$ cat src/rtl/pe_sched.sv
// Dot-product scheduler for an 8-lane tree PE: walks the chunk addresses, drains the PE
// pipeline and accumulates the tagged PE results into one neuron sum.
module pe_sched #(
  parameter int unsigned CHUNK_W = 8,
  parameter int unsigned PE_LAT  = 5
) (
  input  logic               clk,
  input  logic               rst,
  input  logic               start,
  input  logic [CHUNK_W-1:0] cfg_chunks,
  input  logic               stall,
  output logic               busy,
  output logic [CHUNK_W-1:0] in_addr,
  output logic               in_valid,
  output logic [CHUNK_W-1:0] wt_addr,
  output logic               wt_valid,
  output logic               pe_en,
  output logic               pe_clr,
  input  logic [15:0]        pe_out,
  output logic [15:0]        res_data,
  output logic               res_valid,
  input  logic               res_ready
);

  localparam int unsigned DrnW = $clog2(PE_LAT + 1);

  typedef enum logic [2:0] {StIdle, StClear, StIssue, StDrain, StResult} state_e;

  state_e              state_q, state_d;
  logic [CHUNK_W-1:0]  n_q, n_d;
  logic [CHUNK_W-1:0]  k_q, k_d;
  logic [DrnW-1:0]     drn_q, drn_d;
  logic [PE_LAT-1:0]   tag_q, tag_d;
  logic [15:0]         acc_q, acc_d;
  logic [CHUNK_W-1:0]  wt_addr_q;
  logic                wt_valid_q;
  logic                adv;

  always_comb begin
    state_d   = state_q;
    n_d       = n_q;
    k_d       = k_q;
    drn_d     = drn_q;
    tag_d     = tag_q;
    acc_d     = acc_q;
    in_addr   = '0;
    in_valid  = 1'b0;
    pe_en     = 1'b0;
    pe_clr    = 1'b0;
    res_valid = 1'b0;
    res_data  = '0;
    adv       = 1'b0;

    unique case (state_q)
      StIdle: begin
        if (start && (cfg_chunks != '0)) begin
          n_d     = cfg_chunks;
          k_d     = '0;
          state_d = StClear;
        end
      end
      StClear: begin
        pe_clr  = 1'b1;
        pe_en   = 1'b1;
        acc_d   = '0;
        tag_d   = '0;
        k_d     = '0;
        drn_d   = '0;
        state_d = StIssue;
      end
      StIssue: begin
        // Address stays on the bus through a stall so the buffer read is stable.
        in_addr  = k_q;
        in_valid = 1'b1;
        pe_en    = ~stall;
        adv      = ~stall;
        if (!stall) begin
          if (k_q == n_q - CHUNK_W'(1)) begin
            k_d     = '0;
            state_d = StDrain;
          end else begin
            k_d = k_q + CHUNK_W'(1);
          end
        end
      end
      StDrain: begin
        pe_en = ~stall;
        adv   = ~stall;
        if (!stall) begin
          if (drn_q == DrnW'(PE_LAT - 1)) begin
            drn_d   = '0;
            state_d = StResult;
          end else begin
            drn_d = drn_q + DrnW'(1);
          end
        end
      end
      StResult: begin
        res_valid = 1'b1;
        res_data  = acc_q;
        if (res_ready) state_d = StIdle;
      end
      default: state_d = StIdle;
    endcase

    // The tag pipe mirrors the PE pipeline, so its head marks a real chunk sum on pe_out.
    if (adv) begin
      tag_d = {tag_q[PE_LAT-2:0], in_valid};
      if (tag_q[PE_LAT-1]) acc_d = acc_q + pe_out;
    end
  end

  always_ff @(posedge clk) begin
    if (rst) begin
      state_q    <= StIdle;
      n_q        <= '0;
      k_q        <= '0;
      drn_q      <= '0;
      tag_q      <= '0;
      acc_q      <= '0;
      wt_addr_q  <= '0;
      wt_valid_q <= 1'b0;
    end else begin
      state_q <= state_d;
      n_q     <= n_d;
      k_q     <= k_d;
      drn_q   <= drn_d;
      tag_q   <= tag_d;
      acc_q   <= acc_d;
      if (pe_en) begin
        wt_addr_q  <= in_addr;
        wt_valid_q <= in_valid;
      end
    end
  end

  assign busy     = (state_q != StIdle);
  assign wt_addr  = wt_addr_q;
  assign wt_valid = wt_valid_q;

endmodule

$ cat config.mk
export PLATFORM = sky130hd
export DESIGN_NAME = pe_sched
export DESIGN_NICKNAME = d
export VERILOG_FILES = /design/src/rtl/pe_sched.sv
export SDC_FILE = /design/constraint.sdc
export NUM_CORES = 1
export LEC_CHECK = 0
export BUFFER_PORTS_ARGS = -buffer_cell sky130_fd_sc_hd__buf_4
export CORE_MARGIN = 2
export CORE_UTILIZATION = 40
export CTS_BUF_LIST = sky130_fd_sc_hd__clkbuf_16
export DETAILED_ROUTE_END_ITERATION = 8
export PLACE_DENSITY = 0.62
export SYNTH_ARGS = -nofsm -noshare
export SYNTH_HDL_FRONTEND = slang
export SYNTH_SLANG_ARGS = --single-unit
export TNS_END_PERCENT = 10
$ cat constraint.sdc
create_clock -name clk -period 3.3 [get_ports clk]
set_input_delay 0.33 -clock clk [delete_from_list [all_inputs] [get_ports clk]]
set_output_delay 0.33 -clock clk [all_outputs]
set_load 0.03 [all_outputs]
# Yosys cells after proc, flatten, opt, wreduce, memory -nomap -nowiden
# Cells that the tools add are included.
# W data, S select, Z words.
word_totals:
  register_bits: 52
  output_inout_bits: 38
  wordCells: 63
classes:
  add_sub_neg: 4
  n_eq_ne: 12
  mux: 26
  bitwise: 1
  n_reduce_logical: 12
op_table:
  columns: ["op", "count"]
  rows:
  - ["$mux W16", 4]
  - ["$mux W8", 4]
  - ["$mux W3", 8]
  - ["$pmux W8 S3", 1]
  - ["$add A16 B16 Y16", 1]
  - ["$pmux W3 S5", 1]
  - ["$ne A2 B2 Y1 const B", 6]
  - ["$mux W5", 2]
  - ["$add A8 B1 Y8 const B", 1]
  - ["$eq A8 B8 Y1", 1]
  - ["$reduce_bool A8 Y1", 1]
  - ["$sub A8 B1 Y8 const B", 1]
  - ["$eq A3 B2 Y1 const B", 2]
  - ["$eq A3 B3 Y1 const B", 2]
  - ["$pmux W3 S2", 1]
  - ["$reduce_and A6 Y1", 1]
  - ["$reduce_bool A3 Y1", 2]
  - ["$mux W1", 4]
  - ["$reduce_and A2 Y1", 2]
  - ["$reduce_bool A2 Y1", 2]
  - ["$add A3 B1 Y3 const B", 1]
  - ["$eq A3 B1 Y1 const B", 1]
  - ["$logic_not A3 Y1", 1]
  - ["$reduce_and A3 Y1", 1]
  - ["4 further kinds", 4]

# Longest topological paths before layout
logic_depth:
  depth_word: 5
  mapped_depth: 10
  depth_no_buf: 10

# Worst setup path after synthesis
# Ideal clock, no wire load.
synth_path:
  path_type: "input -> register"
  start: "input pe_out[0]"
  end: "register acc_q[12]"
  arrival_ns: 2.253
  setup_slack_ns: 0.930
  cell_stages: 10
  cell_sequence: "ha_1 inv_1 fa_1 nand2b_2 a21oi_2 o31a_1 o31a_1 o311a_1 or3_1 a32o_1"
synth_via:
  elab_chain_len: 3
synth_rtl:
  columns: ["element", "line_no", "source"]
  rows:
  - ["start: declaration", "19", "input logic [15:0] pe_out,"]
  - ["$add A16 B16 Y16", "109", "if (tag_q[PE_LAT-1]) acc_d = acc_q + pe_out;"]
  - ["$mux W16", "109", null]
  - ["$mux W16", "107", "if (adv) begin"]
  - ["end signal: assignment", "120", "acc_q <= '0;"]
  - ["end signal: assignment", "129", "acc_q <= acc_d;"]
  - ["end: declaration", "34", "logic [15:0] acc_q, acc_d;"]
# No other way between the ends.
# A chain may end at the register's enable or synchronous reset.

# Worst setup path in the final report
layout_path:
  start: "register state_q[2]"
  end: "output pe_en"
layout_via:
  elab_chain_len: 3
  elab_cells_between_ends: 5
  classes_between: "eq/ne (3); mux (1); reduce/logical (1)"
layout_rtl:
  columns: ["element", "line_no", "source"]
  rows:
  - ["start: declaration", "29", "state_e state_q, state_d;"]
  - ["start signal: assignment", "115", "state_q <= StIdle;"]
  - ["start signal: assignment", "124", "state_q <= state_d;"]
  - ["$eq A3 B2 Y1", "54", "unique case (state_q)"]
  - ["$reduce_or A2 Y1 (no line)", null, null]
  - ["$pmux W1 S2 *", "54", null]
  - ["end: declaration", "17", "output logic pe_en,"]
# Every way passes the cells marked *; elsewhere a longest branch is shown, timed or not.

==> results.yml <==
setup_path:
  worst-path-max-fanout: 15
  worstPathArrival_ns: 2.56
  critical_path_required_ns: 2.97
  timing.critical_path.to_type: "output pin"
  worstSetupStartpointType: "register"
  timing_worst_setup_path_type: "register to output pin"
yosys:
  syn-num-nets: 430
  top_reg_cell_synth: "sky130_fd_sc_hd__dfxtp_1"
  area_leader_netlist: "sky130_fd_sc_hd__dfxtp_1"
  ys_warn_count: 0
  area_contributors_post_synth: "sky130_fd_sc_hd__dfxtp_1 (33%), sky130_fd_sc_hd__ha_1 (7.5%), sky130_fd_sc_hd__nor2_1 (5.6%)"
  syn_avg_cell_area_sq_um: 8.33
  synth_top_cell_area_share_pct: 32.8
  synthesis.area_sq_um: 3180
  synth_seq_cells: 52
  yosysSeqAreaShare_pct: 32.8
  asyncSetResetFlopFracSynth_pct: 0
  syn-instance-count: 381
  synth_enable_flop_cells: 0
  synth_cell_type_count: 62
  post-synth-top-count-cell: "sky130_fd_sc_hd__dfxtp_1"
  synth_top_cells_by_count: "sky130_fd_sc_hd__dfxtp_1 (52), sky130_fd_sc_hd__nor2_1 (47), sky130_fd_sc_hd__a21oi_1 (31)"
timing:
  layout_min_cycle_time_ns: 2.89
  max_slew_violation_count: 0
  setup_repair_after_global_routing_missed_its_margin: "false"
  timing.final.crit_share_pct: 87.6
  fin_worst_skew_ns: 0.00682
  tightestPinTransition_ns: 0.955
  slew_headroom_pct: 35.8
  hold-worst-slack_ns: 0.276
  maximum_operating_frequency_mhz: 346
  finalSetupViolations: 0
  tns_ns: 0
  hold_violations: 0
die:
  initial_utilization_pct: 41.1
  floorplan.die_area_sq_um: 8670
  floorplan.io_pins: 67
  fp.dieW_um: 93.1
  placement_rows: 32
  core_area_sq_um: 7730
  die_y_um: 93.1
drt:
  wire_per_inst_um: 13.1
  vias: 2831
  antenna_left: 0
  routed_wirelength_um: 7150
  drt_first_iter_violations: 106
  routed_via_density: 5.18
  drc: 0
  drt-pass1-iter-count: 4
clock_tree:
  cts_repair_resize_count: 0
  tritoncts: "yes"
  cts.repair_timing.setup_buffer_count: 0
  h_tree_depth_reported_by_cts: 2
  cts.root.buffer_cell: "sky130_fd_sc_hd__clkbuf_16"
  cts_max_path_buffers: 2
  clock_insertion_delay_worst_skew_ns: 0.29
  postCtsHoldBufs: 0
  clkSinkCount: 52
  cts_inserted_buffers: 5
  clock_pin_transition_on_the_worst_setup_and_hold_timing_paths_ns: 0.07
global_route:
  grt_antenna_before_repair: 0
  grt_remaining_overflow: 0
  number_of_global_route_vias_before_repair: 2521
  grt_first_pass_wirelength_um: 11900
  grt_usage_pct: 16.9
  grt_max_degree: 43
layout:
  syn_to_final_growth_pct: 23.2
  layout-drive-gt1-share_pct: 20.0
  utilization_pct: 50.6
  diodes: 0
  nets: 492
placement:
  detailedPlacementHpwl_um: 5350
  port_buffers: 66
  gp_congestion: 0.843
min_path:
  hp-class: "input pin to register"
power_and_ir_drop:
  power_per_cell_area_nw_per_um2: 518
  max_rail_drop_vdd_mv: 0.401
  p_leak_nw: 1.70
run:
  timing.max_cap.violations: 0
status:
  run_status: "finished, final reports clean"
-- final timing paths --
kind | startpoint | end | slack [ns] | cells after the start
worst max register to register | acc_q[0]$_SDFF_PP0_ | acc_q[12]$_SDFF_PP0_ | 0.79 | 10
worst max-delay path | state_q[2]$_SDFFE_PP0P_ | pe_en | 0.41 | 5
worst min register to register | wt_addr[7]$_SDFFE_PP0P_ | wt_addr[7]$_SDFFE_PP0P_ | 0.46 | 2
worst min-delay path | cfg_chunks[4] | n_q[4]$_SDFFE_PP0P_ | 0.28 | 3
-- per-stage QoR --
step                      std cells  instance area, sq um  power, mW  setup slack (ns)
after floorplan                 381                  3180       1.31             0.930
final                           546                  3910       2.03             0.410
after global routing            546                  3910       2.16             0.101
after CTS                       546                  3910       2.05             0.414
after global placement          538                  3760       1.50             0.697
after detailed placement        538                  3760       1.51             0.683
-- cell usage in the layout (no fill, tap or decap), types with 2 or more instances in the layout --
cell	count
sky130_fd_sc_hd__a211oi_1	4
sky130_fd_sc_hd__a21o_1	2
sky130_fd_sc_hd__a21oi_1	31
sky130_fd_sc_hd__a221oi_1	2
sky130_fd_sc_hd__a22o_1	3
sky130_fd_sc_hd__a22oi_1	7
sky130_fd_sc_hd__a32o_1	4
sky130_fd_sc_hd__and2_1	26
sky130_fd_sc_hd__and3_1	5
sky130_fd_sc_hd__buf_4	68
sky130_fd_sc_hd__clkbuf_16	5
sky130_fd_sc_hd__dfxtp_1	52
sky130_fd_sc_hd__ha_1	19
sky130_fd_sc_hd__inv_1	11
sky130_fd_sc_hd__mux2i_1	10
sky130_fd_sc_hd__nand2_1	29
sky130_fd_sc_hd__nand2b_1	8
sky130_fd_sc_hd__nand3_1	3
sky130_fd_sc_hd__nand3b_1	4
sky130_fd_sc_hd__nand4_1	3
sky130_fd_sc_hd__nor2_1	47
sky130_fd_sc_hd__nor2b_1	4
sky130_fd_sc_hd__nor3_1	7
sky130_fd_sc_hd__nor3b_1	3
sky130_fd_sc_hd__nor4_1	5
sky130_fd_sc_hd__o21a_1	4
sky130_fd_sc_hd__o21ai_0	12
sky130_fd_sc_hd__o21bai_1	2
sky130_fd_sc_hd__o31a_1	2
sky130_fd_sc_hd__o31ai_1	2
sky130_fd_sc_hd__or3_1	4
sky130_fd_sc_hd__xnor2_1	12
sky130_fd_sc_hd__xor2_1	11
-- layout make-up --
cell class	instances	area, sq um
tap	102	128
clock inverter	3	22.5
fill	765	3810
sequential	52	1040
inverter	12	45.0
multi-input combinational	304	2040
clock buffer	5	125
timing repair buffer	68	510
-- power by group --
group | leakage [nW] | internal (mW) | switching (mW) | total, mW
logic | 1.21 | 0.291 | 0.442 | 0.733
clock network | 0.0742 | 0.285 | 0.247 | 0.531
registers | 0.421 | 0.676 | 0.0870 | 0.763
total | 1.70 | 1.25 | 0.776 | 2.03
-- sequential cells by signal, indices dropped and copies added (netlist names) --
register / count
tag_q: 5
drn_q: 3
wt_valid: 1
k_q: 8
acc_q: 16
wt_addr: 8
n_q: 8
state_q: 3
-- cells by family (layout without fill, tap and decap cells) --
family	Yosys count	after routing	synth area share [%]
AOI/OAI and AO/OA	91	91	19.7
xor gates and xnor gates	24	24	6.86
DFF	52	52	32.8
buffers and inverters	25	88	2.96
adders and majority gates	20	20	8.12
muxes	12	12	3.86
and+or+nand+nor	157	157	25.7
-- worst max-delay path, cell delays in order (launching register included) --
cell                       delay, ns
sky130_fd_sc_hd__dfxtp_1        0.58
sky130_fd_sc_hd__nand2b_1       0.16
sky130_fd_sc_hd__nor2_1         0.10
sky130_fd_sc_hd__nor2_1         0.68
sky130_fd_sc_hd__clkinv_1       0.45
sky130_fd_sc_hd__buf_4          0.29
-- per-layer routing --
metal,routed length (um),GRT usage (%),up-vias
met5,0,0,-
met3,356,3.55,5
li1,-,-,1478
met4,77,4.66,0
met1,3570,23.2,1293
met2,3150,26.9,55
Note: power is estimated with default switching activity, not from simulation.
